$ cat config.mk
export PLATFORM = sky130hd
export DESIGN_NAME = ddmtd_meas_ctrl
export DESIGN_NICKNAME = d
export VERILOG_FILES = /design/src/rtl/ddmtd_pkg.sv /design/src/rtl/ddmtd_edge_tagger.sv /design/src/rtl/ddmtd_meas_ctrl.sv
export SDC_FILE = /design/constraint.sdc
export NUM_CORES = 1
export LEC_CHECK = 0
export CAP_MARGIN = 20
export CORE_MARGIN = 8
export CORE_UTILIZATION = 45
export CTS_CLUSTER_SIZE = 16
export DETAILED_ROUTE_END_ITERATION = 7
export HOLD_SLACK_MARGIN = 0.15
export MAX_ROUTING_LAYER = met4
export PLACE_DENSITY = 0.64
export SYNTH_ARGS = -nofsm -noshare
export SYNTH_HDL_FRONTEND = slang
export SYNTH_HIERARCHICAL = 1
export SYNTH_SLANG_ARGS = --single-unit
export TNS_END_PERCENT = 1
$ cat constraint.sdc
create_clock -name clk -period 5.61 [get_ports clk]
set_input_delay 1.122 -clock clk [delete_from_list [all_inputs] [get_ports clk]]
set_output_delay 1.122 -clock clk [all_outputs]
set_load 0.02 [all_outputs]
$ cat src/rtl/ddmtd_pkg.sv
// ---------------------------------------------------------------------------
// ddmtd_pkg
// Shared definitions for the DDMTD measurement controller:
//   - default values of the tag counter width, maximum averaging exponent
//     and wait-state timeout
//   - the derived accumulator width
//   - the measurement FSM state type
//   - a helper that clamps the requested averaging exponent
// ---------------------------------------------------------------------------
package ddmtd_pkg;

    localparam int CNT_W_DEF    = 16;
    localparam int NAVG_MAX_DEF = 4;
    localparam int TIMEOUT_DEF  = 65535;

    // Summing 2^NAVG_MAX differences of CNT_W bits each needs NAVG_MAX
    // extra bits, so the accumulator can never overflow.
    localparam int ACC_W_DEF = CNT_W_DEF + NAVG_MAX_DEF;

    typedef enum logic [2:0] {
        ST_IDLE,
        ST_WAIT_A,
        ST_WAIT_B,
        ST_ACCUM,
        ST_DONE
    } meas_state_e;

    // Requests above the supported maximum are limited to that maximum
    // rather than rejected.
    function automatic logic [2:0] clamp_navg(input logic [2:0] navg,
                                              input int         navg_max);
        if (32'(navg) > 32'(navg_max)) begin
            return 3'(navg_max);
        end
        return navg;
    endfunction

endpackage

$ cat src/rtl/ddmtd_edge_tagger.sv
// ---------------------------------------------------------------------------
// ddmtd_edge_tagger
// Detects rising edges on one (already synchronized) DDMTD beat and tags
// them with the value of the shared free-running tag counter.
//
// Ports:
//   clk        - clock
//   rst        - synchronous active-high reset
//   beat_i     - beat input, synchronous to clk
//   tag_cnt_i  - current value of the free-running tag counter
//   rise_o     - high in the cycle a rising edge is detected
//   tag_o      - tag of the edge: the counter value in the detection cycle
//                while rise_o is high, otherwise the last captured tag
// ---------------------------------------------------------------------------
module ddmtd_edge_tagger
    import ddmtd_pkg::*;
#(
    parameter int CNT_W = CNT_W_DEF
) (
    input  logic             clk,
    input  logic             rst,
    input  logic             beat_i,
    input  logic [CNT_W-1:0] tag_cnt_i,
    output logic             rise_o,
    output logic [CNT_W-1:0] tag_o
);

    logic             prev_q;
    logic [CNT_W-1:0] last_tag_q;

    // The previous-level register resets high so that a beat which is
    // already high when reset is released is not mistaken for an edge.
    always_ff @(posedge clk) begin
        if (rst) begin
            prev_q     <= 1'b1;
            last_tag_q <= '0;
        end else begin
            prev_q <= beat_i;
            if (rise_o) begin
                last_tag_q <= tag_cnt_i;
            end
        end
    end

    assign rise_o = beat_i & ~prev_q;

    // The live counter value is forwarded in the detection cycle so the
    // controller can use the tag without an extra cycle of latency.
    assign tag_o = rise_o ? tag_cnt_i : last_tag_q;

endmodule

$ cat src/rtl/ddmtd_meas_ctrl.sv
// ---------------------------------------------------------------------------
// ddmtd_meas_ctrl
// DDMTD phase measurement controller. Tags rising edges of the two beat
// signals with a free-running counter, measures the B-minus-A tag difference
// for 2^navg edge pairs, averages them and reports the result.
//
// Parameters:
//   CNT_W     - width of tag counter, phase difference and result
//   NAVG_MAX  - maximum log2 of the number of averaged pairs
//   TIMEOUT   - maximum cycles spent in WAIT_A or WAIT_B
//
// Ports:
//   clk           - the only clock
//   rst           - synchronous active-high reset
//   start         - begin a measurement (accepted in IDLE only)
//   abort         - cancel a running measurement
//   navg          - log2 of pair count, sampled on start, clamped
//   beat_a        - DDMTD beat A, synchronous to clk
//   beat_b        - DDMTD beat B, synchronous to clk
//   busy          - high whenever the FSM is not in IDLE
//   result        - averaged B-minus-A tag difference
//   result_valid  - one-cycle pulse when result updates
//   err           - timeout flag, sticky until the next accepted start
// ---------------------------------------------------------------------------
module ddmtd_meas_ctrl
    import ddmtd_pkg::*;
#(
    parameter int CNT_W    = CNT_W_DEF,
    parameter int NAVG_MAX = NAVG_MAX_DEF,
    parameter int TIMEOUT  = TIMEOUT_DEF
) (
    input  logic             clk,
    input  logic             rst,
    input  logic             start,
    input  logic             abort,
    input  logic [2:0]       navg,
    input  logic             beat_a,
    input  logic             beat_b,
    output logic             busy,
    output logic [CNT_W-1:0] result,
    output logic             result_valid,
    output logic             err
);

    localparam int ACC_W  = CNT_W + NAVG_MAX;
    localparam int PAIR_W = NAVG_MAX + 1;
    localparam int WAIT_W = $clog2(TIMEOUT + 1);

    meas_state_e      state_q;
    logic [CNT_W-1:0] tag_cnt_q;
    logic [CNT_W-1:0] tag_cnt_d;
    logic [2:0]       navg_q;
    logic [ACC_W-1:0] acc_q;
    logic [ACC_W-1:0] acc_d;
    logic [PAIR_W-1:0] pair_cnt_q;
    logic [PAIR_W-1:0] pair_cnt_d;
    logic [PAIR_W-1:0] pair_target;
    logic [WAIT_W-1:0] wait_cnt_q;
    logic [WAIT_W-1:0] wait_cnt_d;
    logic             timeout_hit;
    logic [CNT_W-1:0] tag_a_q;
    logic [CNT_W-1:0] diff_q;
    logic [CNT_W-1:0] result_q;
    logic             result_valid_q;
    logic             err_q;

    logic             rise_a;
    logic             rise_b;
    logic [CNT_W-1:0] tag_a;
    logic [CNT_W-1:0] tag_b;

    ddmtd_edge_tagger #(
        .CNT_W (CNT_W)
    ) u_tagger_a (
        .clk       (clk),
        .rst       (rst),
        .beat_i    (beat_a),
        .tag_cnt_i (tag_cnt_q),
        .rise_o    (rise_a),
        .tag_o     (tag_a)
    );

    ddmtd_edge_tagger #(
        .CNT_W (CNT_W)
    ) u_tagger_b (
        .clk       (clk),
        .rst       (rst),
        .beat_i    (beat_b),
        .tag_cnt_i (tag_cnt_q),
        .rise_o    (rise_b),
        .tag_o     (tag_b)
    );

    // Next-state values shared by several FSM branches. The tag counter
    // wraps naturally at its width. The timeout fires on the cycle whose
    // incremented wait count would reach TIMEOUT, so the FSM is back in
    // IDLE exactly TIMEOUT cycles after entering a wait state.
    always_comb begin
        tag_cnt_d   = tag_cnt_q + 1'b1;
        acc_d       = acc_q + ACC_W'(diff_q);
        pair_cnt_d  = pair_cnt_q + 1'b1;
        pair_target = PAIR_W'(1) << navg_q;
        wait_cnt_d  = wait_cnt_q + 1'b1;
        timeout_hit = (32'(wait_cnt_d) >= 32'(TIMEOUT));
    end

    // Measurement FSM with accumulator, pair and wait counters.
    // abort outranks every edge and start; rst outranks everything.
    // The averaged result is computed on the ACCUM -> DONE transition so
    // that result and result_valid are both presented during the DONE
    // cycle, two cycles after the final B edge.
    always_ff @(posedge clk) begin
        if (rst) begin
            state_q        <= ST_IDLE;
            tag_cnt_q      <= '0;
            navg_q         <= '0;
            acc_q          <= '0;
            pair_cnt_q     <= '0;
            wait_cnt_q     <= '0;
            tag_a_q        <= '0;
            diff_q         <= '0;
            result_q       <= '0;
            result_valid_q <= 1'b0;
            err_q          <= 1'b0;
        end else begin
            tag_cnt_q      <= tag_cnt_d;
            result_valid_q <= 1'b0;

            if (abort && (state_q != ST_IDLE)) begin
                state_q <= ST_IDLE;
            end else begin
                case (state_q)
                    ST_IDLE: begin
                        if (start && !abort) begin
                            navg_q     <= clamp_navg(navg, NAVG_MAX);
                            acc_q      <= '0;
                            pair_cnt_q <= '0;
                            err_q      <= 1'b0;
                            wait_cnt_q <= '0;
                            state_q    <= ST_WAIT_A;
                        end
                    end

                    ST_WAIT_A: begin
                        if (rise_a && rise_b) begin
                            diff_q  <= '0;
                            state_q <= ST_ACCUM;
                        end else if (rise_a) begin
                            tag_a_q    <= tag_a;
                            wait_cnt_q <= '0;
                            state_q    <= ST_WAIT_B;
                        end else if (timeout_hit) begin
                            err_q   <= 1'b1;
                            state_q <= ST_IDLE;
                        end else begin
                            wait_cnt_q <= wait_cnt_d;
                        end
                    end

                    // A later A edge replaces the reference tag; it is not a
                    // new entry into WAIT_B, so the wait count keeps running.
                    ST_WAIT_B: begin
                        if (rise_b) begin
                            diff_q  <= tag_b - tag_a_q;
                            state_q <= ST_ACCUM;
                        end else begin
                            if (rise_a) begin
                                tag_a_q <= tag_a;
                            end
                            if (timeout_hit) begin
                                err_q   <= 1'b1;
                                state_q <= ST_IDLE;
                            end else begin
                                wait_cnt_q <= wait_cnt_d;
                            end
                        end
                    end

                    ST_ACCUM: begin
                        acc_q      <= acc_d;
                        pair_cnt_q <= pair_cnt_d;
                        if (pair_cnt_d == pair_target) begin
                            result_q       <= CNT_W'(acc_d >> navg_q);
                            result_valid_q <= 1'b1;
                            state_q        <= ST_DONE;
                        end else begin
                            wait_cnt_q <= '0;
                            state_q    <= ST_WAIT_A;
                        end
                    end

                    ST_DONE: begin
                        state_q <= ST_IDLE;
                    end

                    default: begin
                        state_q <= ST_IDLE;
                    end
                endcase
            end
        end
    end

    assign busy         = (state_q != ST_IDLE);
    assign result       = result_q;
    assign result_valid = result_valid_q;
    assign err          = err_q;

endmodule

==> impl_summary.txt, run 1 <==
----------------------------------------------------
[Global route]
  Initial antenna violation count ... 0
  Global router's overall resource usage ... 0.176
  Global-route wire length before repair ... around 38000 um
  Maximum number of pins on one net before global-route repair ... 87
  Overflow left after global routing ... 0
  Via count of the first global-routing pass ... between 7000 and 8000

[Setup path]
  Worst Path Required ... around 5900 ps
  Longest individual stage delay on the worst path ... a little over 500 ps
  Worst Reg-to-Reg Cells ... 14
  Kind of cell with the highest combined delay on the critical path ... compound AO/OA/AOI/OAI gates
  Crit path buffers/inverters ... 2
  Data arrival at the endpoint of the critical path ... 4960 ps
  Critical Path, Cell by Cell ... clkdlybuf4s50_1, nor2b_4, buf_4, mux2_2, fa_1, a21o_1, a21oi_1, o21bai_1, a2111oi_2, o31ai_1, o311a_1, or3_1, a32o_1
  Category of the critical setup timing path ... input port to flop
  Critical path peak fanout ... 10
  Kind of capture point of the worst setup path ... flop
  Instance count on the critical path ... 13
  Sort of element at the start of the critical path ... input port
  Critical path's slowest cell ... sky130_fd_sc_hd__clkdlybuf4s50_1

[Power and ir drop]
  Worst supply voltage drop on vdd ... ~0.15 mV
  Switching power total ... about 0.00059 W
  Switching share of power ... 0.252
  Leakage dissipation ... ~3.8 nW
  Clock power share ... 0.489
  Comb pwr share ... 0.054
  Sequential cell fraction of total power ... 0.458
  Int Pwr ... roughly 0.0017 W
  Power density over the cells ... 222 mW/mm2

[Timing]
  Worst clock skew ... between 10 and 15 ps
  Number of setup violations in the final report ... 0
  Slew margin rel. ... 0.377
  Post-route worst hold slack ... roughly 450 ps
  Total count of max-transition violations in the final report ... 0
  Unrepaired setup endpoints after global routing ... false
  Accumulated negative setup slack ... 0 ps
  Final Hold Violating Endpoints ... 0
  Fraction of the cycle the final worst path needs ... 0.827
  Highest clock rate ... between 0.2 and 0.25 GHz
  Minimum setup slack in the final design ... just under 1000 ps
  Shortest clock period the worst path allows after layout ... roughly 4600 ps
  Actual transition at the worst max-transition pin ... approximately 930 ps

[CTS]
  Count of hold buffers inserted by post-cts repair ... 0
  CTS buffer count ... 17
  Max Root-Sink Buffers ... 2
  # H-tree levels ... 4
  Clk sinks ... 147
  Number of post-CTS setup repair buffers ... 0
  Number of cells upsized or downsized after cts ... 0
  CTS tree ... built
  Clock Pin Slew Worst Setup and Hold Paths ... 60 ps
  Skew-Pair Late Insertion Delay ... around 430 ps
  Root cell of the clock tree ... sky130_fd_sc_hd__clkbuf_16

[Logic synthesis]
  Cell types occupying the most area after synthesis ... sky130_fd_sc_hd__dfxtp_1 (31%), sky130_fd_sc_hd__ha_1 (4.6%), sky130_fd_sc_hd__nor2_1 (4.4%), sky130_fd_sc_hd__mux2_4 (3.5%), sky130_fd_sc_hd__a21oi_1 (3.2%)
  FF+latch count, synth ... roughly 150
  Main synth FF type ... sky130_fd_sc_hd__dfxtp_1
  Asr flop ratio synth ... 0
  Number of enable-type register cells in the synthesized netlist ... 0
  Most common cell in the netlist ... sky130_fd_sc_hd__dfxtp_1
  Count of warnings emitted by yosys ... 6
  Summed instance area of the synthesized netlist ... between 0.009 and 0.01 mm2
  Leading post-synthesis cells by instance count ... sky130_fd_sc_hd__dfxtp_1 (147), sky130_fd_sc_hd__nor2_1 (111), sky130_fd_sc_hd__nand2_1 (66)
  Unique masters post-synth ... just under 90
  Syn Inst Count ... 1111
  Fraction of the yosys area taken by sequential cells ... 0.311
  Total nets after synthesis ... 1157
  Post-Synthesis Mean Instance Area ... 8.52 um2
  Library cell occupying the most area in the post-synthesis netlist ... sky130_fd_sc_hd__dfxtp_1
  Fraction of post-synthesis cell area in the top cell type by area ... 0.311

[Floorplan]
  Number of placement rows ... 53
  Effective utilization at floorplan ... 0.455
  Horizontal die dimension ... about 160 um
  Full die area ... 0.0259 mm2
  Number of top-level pins ... 28
  Die Y-Extent ... ~160 um
  Area of the core ... around 0.021 mm2

[Detailed routing]
  Routed wire length ... between 20000 and 25000 um
  Avg WL per Cell ... around 16 um
  Initial detailed-routing violation count ... slightly below 600
  Vias ... between 8000 and 9000
  Antenna-violating nets left ... 0
  Average via count per standard cell ... ~6
  Drc violations ... 0
  Iteration count of the initial detailed-routing pass ... 5

[Place]
  RD Place Congestion ... 0.902
  Pre-CTS setup slack ... a little over 500 ps
  Placed wire-length estimate after detailed placement ... roughly 15000 um
  Number of port buffers ... 27

[Worst hold path]
  Type of the worst min-delay path ... flop to flop
  Worst hold path cell count ... 2

[Cells and area]
  Layout net count ... approximately 1100
  Antenna cells ... 0
  Post-synthesis to final-layout area growth ... 10.1%
  Share of cells above drive strength 1 ... 0.106
  Util after Layout ... 0.501

[Run status]
  Result of the run ... completed

[Run]
  Max Cap Viol ... 0

----------------------------------------------------
[power by group through the flow]
| stage | logic, W | clock network, W | registers (W) |
|---|---|---|---|
| 2_1_floorplan | 0.000100 | 0 | 0.00108 |
| 3_3_place_gp | 0.000124 | 0 | 0.00108 |
| 3_5_place_dp | 0.000124 | 0 | 0.00108 |
| 4_1_cts | 0.000125 | 0.00116 | 0.00106 |
| 5_1_grt | 0.000137 | 0.00121 | 0.00106 |
| 6_report | 0.000125 | 0.00113 | 0.00106 |
[metal layers]
| metal | global-route usage | routed length (um) |
|---|---|---|
| met1 | 0.227 | 10600 |
| met2 | 0.278 | 10500 |
| met3 | 0.0323 | 845 |
| met4 | 0.0530 | 339 |
| met5 | - | 0 |
[cell families (layout without fill, tap and decap cells)]
kind of cell,after synthesis,count (layout),synth area share
XOR/XNOR,47,47,0.0435
adder cells (fa/ha/maj),37,37,0.0505
AO/OA/AOI/OAI,271,271,0.194
AND/OR/NAND/NOR,429,429,0.252
buffers and inverters,112,112,0.0527
multiplexers,68,68,0.0969
flip-flops,147,147,0.311
[layout make-up]
type                       instances  area [um2]
clock inverter                    14         145
multi-input combinational        852        6030
inverter                          38         143
fill                            2003       10400
timing repair buffer              42         380
clock buffer                      18         439
tap                              275         344
sequential                       147        2940
[worst register-to-register path, cell delays in order (launching register included)]
cell and delay (ps):
sky130_fd_sc_hd__dfxtp_1 670, sky130_fd_sc_hd__nor2b_4 90, sky130_fd_sc_hd__mux2_2 290, sky130_fd_sc_hd__inv_1 60, sky130_fd_sc_hd__ha_1 150, sky130_fd_sc_hd__inv_1 60, sky130_fd_sc_hd__fa_1 400, sky130_fd_sc_hd__a21o_1 180
sky130_fd_sc_hd__a21oi_1 230, sky130_fd_sc_hd__o21bai_1 130, sky130_fd_sc_hd__a2111oi_2 470, sky130_fd_sc_hd__o31ai_1 200, sky130_fd_sc_hd__o311a_1 360, sky130_fd_sc_hd__or3_1 310, sky130_fd_sc_hd__a32o_1 250
[final timing paths]
path / startpoint / endpoint / slack [ps]
worst max-delay path: beat_b / diff_q[14] / 970
worst min-delay path: result[12] / result[12] / 450
worst max register to register: u_tagger_b/prev_q / diff_q[14] / 1670
worst min register to register: result[12] / result[12] / 450
[through the flow]
step	area [um2]	cells	total power, W
final	10400	1386	0.00232
after global routing	10400	1386	0.00241
after CTS	10400	1386	0.00235
after detailed placement	9840	1354	0.00121
after global placement	9840	1354	0.00121
after floorplan	9470	1111	0.00118
[cell usage in the layout (no fill, tap or decap), types with 26 or more instances in the layout]
master / instances
sky130_fd_sc_hd__nor3_1: 32
sky130_fd_sc_hd__o21ai_0: 58
sky130_fd_sc_hd__clkdlybuf4s50_1: 26
sky130_fd_sc_hd__nand2b_1: 40
sky130_fd_sc_hd__ha_1: 35
sky130_fd_sc_hd__mux2i_1: 26
sky130_fd_sc_hd__dfxtp_1: 147
sky130_fd_sc_hd__xnor2_1: 28
sky130_fd_sc_hd__nand4bb_1: 26
sky130_fd_sc_hd__nand2_1: 66
sky130_fd_sc_hd__inv_1: 36
sky130_fd_sc_hd__a21oi_1: 61
sky130_fd_sc_hd__nor2_1: 111
sky130_fd_sc_hd__nand3_1: 43
[registers in the layout (all words and copies together) (netlist names), 5 cells and up]
name / count
u_tagger_b/last_tag_q: 16
tag_a_q: 16
result: 16
diff_q: 16
pair_cnt_q: 5
wait_cnt_q: 16
acc_q: 20
u_tagger_a/last_tag_q: 16
tag_cnt_q: 16
Power figures use the tool's default switching activity.
==> run 2, diff against run 1 <==
==> constraint.sdc (replaced) <==
create_clock -name clk -period 4.4 [get_ports clk]
set_input_delay 0.88 -clock clk [delete_from_list [all_inputs] [get_ports clk]]
set_output_delay 0.88 -clock clk [all_outputs]
set_load 0.02 [all_outputs]
==> run 2 against run 1 <==
Effect of this change:
- first-iteration DRC count decreased by 12%
- total power is 29% higher
- sequential power is 28% higher
- design area rose by 0.88%
- register-to-register slack worse by 1000 ps
- utilization is 0.44 points higher
- sequential share of layout area shrank 0.25 points
==> impl_summary.txt, run 2 (synthesized netlist as in run 1, its figures left out) <==
----------------------------------------------------
[Run status]
  Result of the run ... completed

[CTS]
  CTS buffer count ... 17
  # H-tree levels ... 4
  Clk sinks ... 147
  Max Root-Sink Buffers ... 2
  Root cell of the clock tree ... sky130_fd_sc_hd__clkbuf_16
  Count of hold buffers inserted by post-cts repair ... 0
  Skew-Pair Late Insertion Delay ... approximately 420 ps
  CTS tree ... built
  Number of cells upsized or downsized after cts ... 0
  Number of post-CTS setup repair buffers ... 0
  Clock Pin Slew Worst Setup and Hold Paths ... roughly 70 ps

[Setup path]
  Worst Path Required ... ~4700 ps
  Critical path peak fanout ... 2
  Sort of element at the start of the critical path ... input port
  Kind of capture point of the worst setup path ... flop
  Data arrival at the endpoint of the critical path ... 4490 ps
  Category of the critical setup timing path ... input port to flop

[Floorplan]
  Full die area ... about 0.026 mm2
  Number of top-level pins ... 28
  Die Y-Extent ... roughly 160 um
  Area of the core ... between 0.02 and 0.025 mm2
  Horizontal die dimension ... 161 um
  Effective utilization at floorplan ... 0.455
  Number of placement rows ... 53

[Place]
  Placed wire-length estimate after detailed placement ... approximately 16000 um
  # placed instances ... approximately 1400
  Number of port buffers ... 27
  Pre-CTS setup slack ... -262 ps
  RD Place Congestion ... roughly 0.91

[Timing]
  Number of setup violations in the final report ... 0
  Shortest clock period the worst path allows after layout ... 4180 ps
  Highest clock rate ... about 0.24 GHz
  Slew margin rel. ... 0.402
  Total count of max-transition violations in the final report ... 0
  Minimum setup slack in the final design ... approximately 220 ps
  Worst clock skew ... around 9.6 ps
  Unrepaired setup endpoints after global routing ... false
  Post-route worst hold slack ... around 450 ps
  Fraction of the cycle the final worst path needs ... 0.951
  Final Hold Violating Endpoints ... 0
  Actual transition at the worst max-transition pin ... roughly 900 ps

[Detailed routing]
  Average via count per standard cell ... slightly below 6
  Iteration count of the initial detailed-routing pass ... 5
  Routed wire length ... between 20000 and 25000 um
  Antenna-violating nets left ... 0
  Drc violations ... 0
  Vias ... ~8000
  Initial detailed-routing violation count ... around 510
  Avg WL per Cell ... between 15 and 20 um

[Cells and area]
  Fill count ... around 2000
  Most used cells in the layout excluding fill and tap cells ... sky130_fd_sc_hd__dfxtp_1 (147), sky130_fd_sc_hd__nor2_1 (111), sky130_fd_sc_hd__nand2_1 (66), sky130_fd_sc_hd__a21oi_1 (61), sky130_fd_sc_hd__o21ai_0 (58)
  Util after Layout ... 0.505
  Antenna cells ... 0
  Post-Layout Cell Count ... between 1000 and 1500
  Flip-flop count of the largest register after layout ... 20
  Post-synthesis to final-layout area growth ... 11.1%
  Layout net count ... 1155
  Most common library cell in the layout ignoring fill and taps ... sky130_fd_sc_hd__dfxtp_1
  Top register by number of flip-flops ... acc_q
  Share of cells above drive strength 1 ... 0.114

[Global route]
  Maximum number of pins on one net before global-route repair ... between 80 and 90
  Global-route wire length before repair ... 37100 um
  Overflow left after global routing ... 0
  Global router's overall resource usage ... 0.175
  Via count of the first global-routing pass ... about 7400
  Initial antenna violation count ... 0

[Worst hold path]
  Type of the worst min-delay path ... flop to flop

[Power and ir drop]
  Leakage dissipation ... 3.84 nW
  Worst supply voltage drop on vdd ... 0.241 mV
  Power density over the cells ... 283 mW/mm2

[Run]
  Max Cap Viol ... 0

----------------------------------------------------
run 2: area by class of cell:
class,instances,area (um2),share of cell area
multi-input combinational,852,6030,0.574
sequential,147,2940,0.280
timing repair buffer,53,463,0.0440
clock buffer,19,443,0.0421
tap,275,344,0.0327
clock inverter,13,150,0.0143
inverter,38,143,0.0136
run 2: worst paths after layout:
path / start / end / slack (ps) / cells after the start
worst max register to register: u_tagger_b/prev_q / diff_q[14] / 640 / 14
worst min-delay path: result[13] / result[13] / 450 / 2
worst max-delay path: beat_b / diff_q[14] / 220 / 15
worst min register to register: result[13] / result[13] / 450 / 2
run 2: metal layers:
layer	global-route usage	wire, um
met3	0.0308	968
met2	0.274	10300
met4	0.0535	296
met5	-	0
met1	0.227	10800
run 2: metrics by stage:
step / setup TNS, ps / total power [W] / cell area (um2)
2_1_floorplan: 0 / 0.00150 / 9470
3_3_place_gp: -205 / 0.00155 / 9920
3_5_place_dp: -262 / 0.00155 / 9920
4_1_cts: 0 / 0.00302 / 10500
5_1_grt: 0 / 0.00309 / 10500
6_report: 0 / 0.00298 / 10500
run 2: power by group:
part	switching [W]	internal, W	total (W)
clock network	0.000606	0.000858	0.00146
registers	0.0000177	0.00134	0.00136
logic	0.0000968	0.0000653	0.000162
total	0.000720	0.00226	0.00298
run 2: worst max-delay path, stage by stage:
cell and delay [ps]:
sky130_fd_sc_hd__clkdlybuf4s50_1 510, sky130_fd_sc_hd__nor2b_4 170, sky130_fd_sc_hd__mux2_2 340, sky130_fd_sc_hd__inv_1 60, sky130_fd_sc_hd__ha_1 160, sky130_fd_sc_hd__inv_1 60, sky130_fd_sc_hd__fa_1 390, sky130_fd_sc_hd__a21o_1 180
sky130_fd_sc_hd__a21oi_1 190, sky130_fd_sc_hd__o21bai_1 130, sky130_fd_sc_hd__a2111oi_2 360, sky130_fd_sc_hd__o31ai_1 160, sky130_fd_sc_hd__o311a_1 350, sky130_fd_sc_hd__or3_1 310, sky130_fd_sc_hd__a32o_1 250
==> edit, RTL diff (flow settings as in run 2) <==
Encoding of `meas_state_e`: now one-hot (5 bits for 5 states).
--- a/src/rtl/ddmtd_pkg.sv
+++ b/src/rtl/ddmtd_pkg.sv
@@ -18,10 +18,10 @@
     localparam int ACC_W_DEF = CNT_W_DEF + NAVG_MAX_DEF;
 
-    typedef enum logic [2:0] {
-        ST_IDLE,
-        ST_WAIT_A,
-        ST_WAIT_B,
-        ST_ACCUM,
-        ST_DONE
+    typedef enum logic [4:0] {
+        ST_IDLE   = 5'b00001,
+        ST_WAIT_A = 5'b00010,
+        ST_WAIT_B = 5'b00100,
+        ST_ACCUM  = 5'b01000,
+        ST_DONE   = 5'b10000
     } meas_state_e;
 
Function: same outputs for any inputs over 4 cycles, from zero or initial values and one cycle with rst high; so few cycles prove little.
==> edit against run 2 <==
Area after synthesis shrank 3.6%. Final area is 3.6% lower. Hold slack better by 10 ps. Routed wire length is 6.1% lower. First-iteration DRC count is 36% lower. Setup slack better by 420 ps. Via count decreased by 8.7%. Critical path depth fell by 1. Combinational power is 2% higher. Power increased by 1.3%. Sequential cell count grew 2. Utilization grew 0.082 points. Final cell count down 3.5%. Critical endpoint unchanged. Largest cell class unchanged. Largest power group unchanged. Highest routed layer unchanged.
==> edit: results (changes against run 2) <==
WL met3=765 um (-21%); mux contribution to synthesized area=10.3% (+0.65 points); Global Route Usage Sum=17.6% (+0.066 points); top cells by area, synth=dfxtp_1 (33%), nor2_1 (6.1%), ha_1 (4.8%), mux2i_1 (4.5%), mux2_4 (3.6%); Worst EP arrival=4070 ps (-420 ps); adder-cell share of the synthesized area=5.24% (+0.19 points); syn nets=1112 (-3.9%); status=finished, final reports clean; DR vias/cell=5.53 (-5.4%); Commonest cells post-synth=dfxtp_1 (149), nor2_1 (149), o21ai_0 (62); Multi-input gate area=5690 sq um (-5.6%); reg2reg setup slack=1010 ps (+370 ps); XOR/XNOR share of the synthesized area=6.43% (+2.1 points); WL met1=10100 um (-5.6%); library cells used by synthesis=82 (-6.8%); vias in the first global route=7038 (-4.3%); Fillers=2002 (+2.4%); Wirelength per Cell=15.6 um (-2.7%); DRT iter0 DRCs=327 (-36%); switch share=25.6% (+1.4 points); Post-DP HPWL=15000 um (-3.0%); Compound-Gate Fraction of Synth Area=15.8% (-3.6 points); sequential share of the synthesized area=32.7% (+1.6 points); Worst Max-Slew Pin Slew=868 ps (-24.3 ps); Leak=3.93 nW (+2.2%); Layout Skew=10.6 ps (+0.994 ps); non-filler cells, final=1348 (-3.5%); met2 WL=9730 um (-5.8%); Crit Path Max Fanout=14 (+12); Peak supply drop=0.269 mV (+12%)
## edit: cells by family (layout without fill, tap and decap cells)
| group | Yosys count | count (layout) |
|---|---|---|
| mux | 78 | 78 |
| buf+inv | 100 | 112 |
| fa+ha+maj | 37 | 37 |
| compound gates | 227 | 227 |
| simple gates | 408 | 408 |
| flops | 149 | 149 |
| xor+xnor | 67 | 67 |
## edit: worst paths after layout
kind	startpoint	to	cells past startpoint
worst max-delay path	beat_b	diff_q[14]	14
worst min-delay path	result[7]	result[7]	2
worst max register to register	diff_q[0]	result[11]	12
worst min register to register	result[7]	result[7]	2
## edit: metal layers
| layer | vias to the layer above | track usage [%] |
|---|---|---|
| met1 | 3517 | 22.3 |
| met4 | 0 | 5.39 |
| met3 | 27 | 3.07 |
| li1 | 3804 | - |
| met5 | - | - |
| met2 | 106 | 28.1 |
## edit: critical path, cell delays in order
cell	delay, ps
clkdlybuf4s50_1	510
nor2b_4	190
buf_4	220
mux2_2	380
fa_1	440
a21o_1	180
a21oi_1	240
o211ai_1	170
a41o_1	270
nand2_1	100
a21oi_1	70
a21oi_1	170
xor2_1	150
o21ai_0	70
## edit: power groups by stage
stage,sequential (W),combinational (W),clock (W)
after global placement,0.00141,0.000165,0
after CTS,0.00138,0.000167,0.00151
after floorplan,0.00140,0.000134,0
final,0.00138,0.000166,0.00148
after global routing,0.00138,0.000183,0.00156
after detailed placement,0.00141,0.000166,0
## edit: final cells by class
cell class,count,share of cell area [%]
inverters,38,1.41
clock buffers,18,4.33
multi-input cells,817,56.1
well taps,270,3.33
flip-flops and latches,149,29.4
repair buffers,42,3.75
clock inverters,14,1.62
## edit: stage by stage
stage               total power (W)  hold WS [ps]  setup WS (ps)
floorplan                   0.00153           429            942
finish                      0.00302           461            637
global route                0.00312           489            462
global placement            0.00157           446            248
CTS                         0.00305           461            638
detailed placement          0.00157           453            203
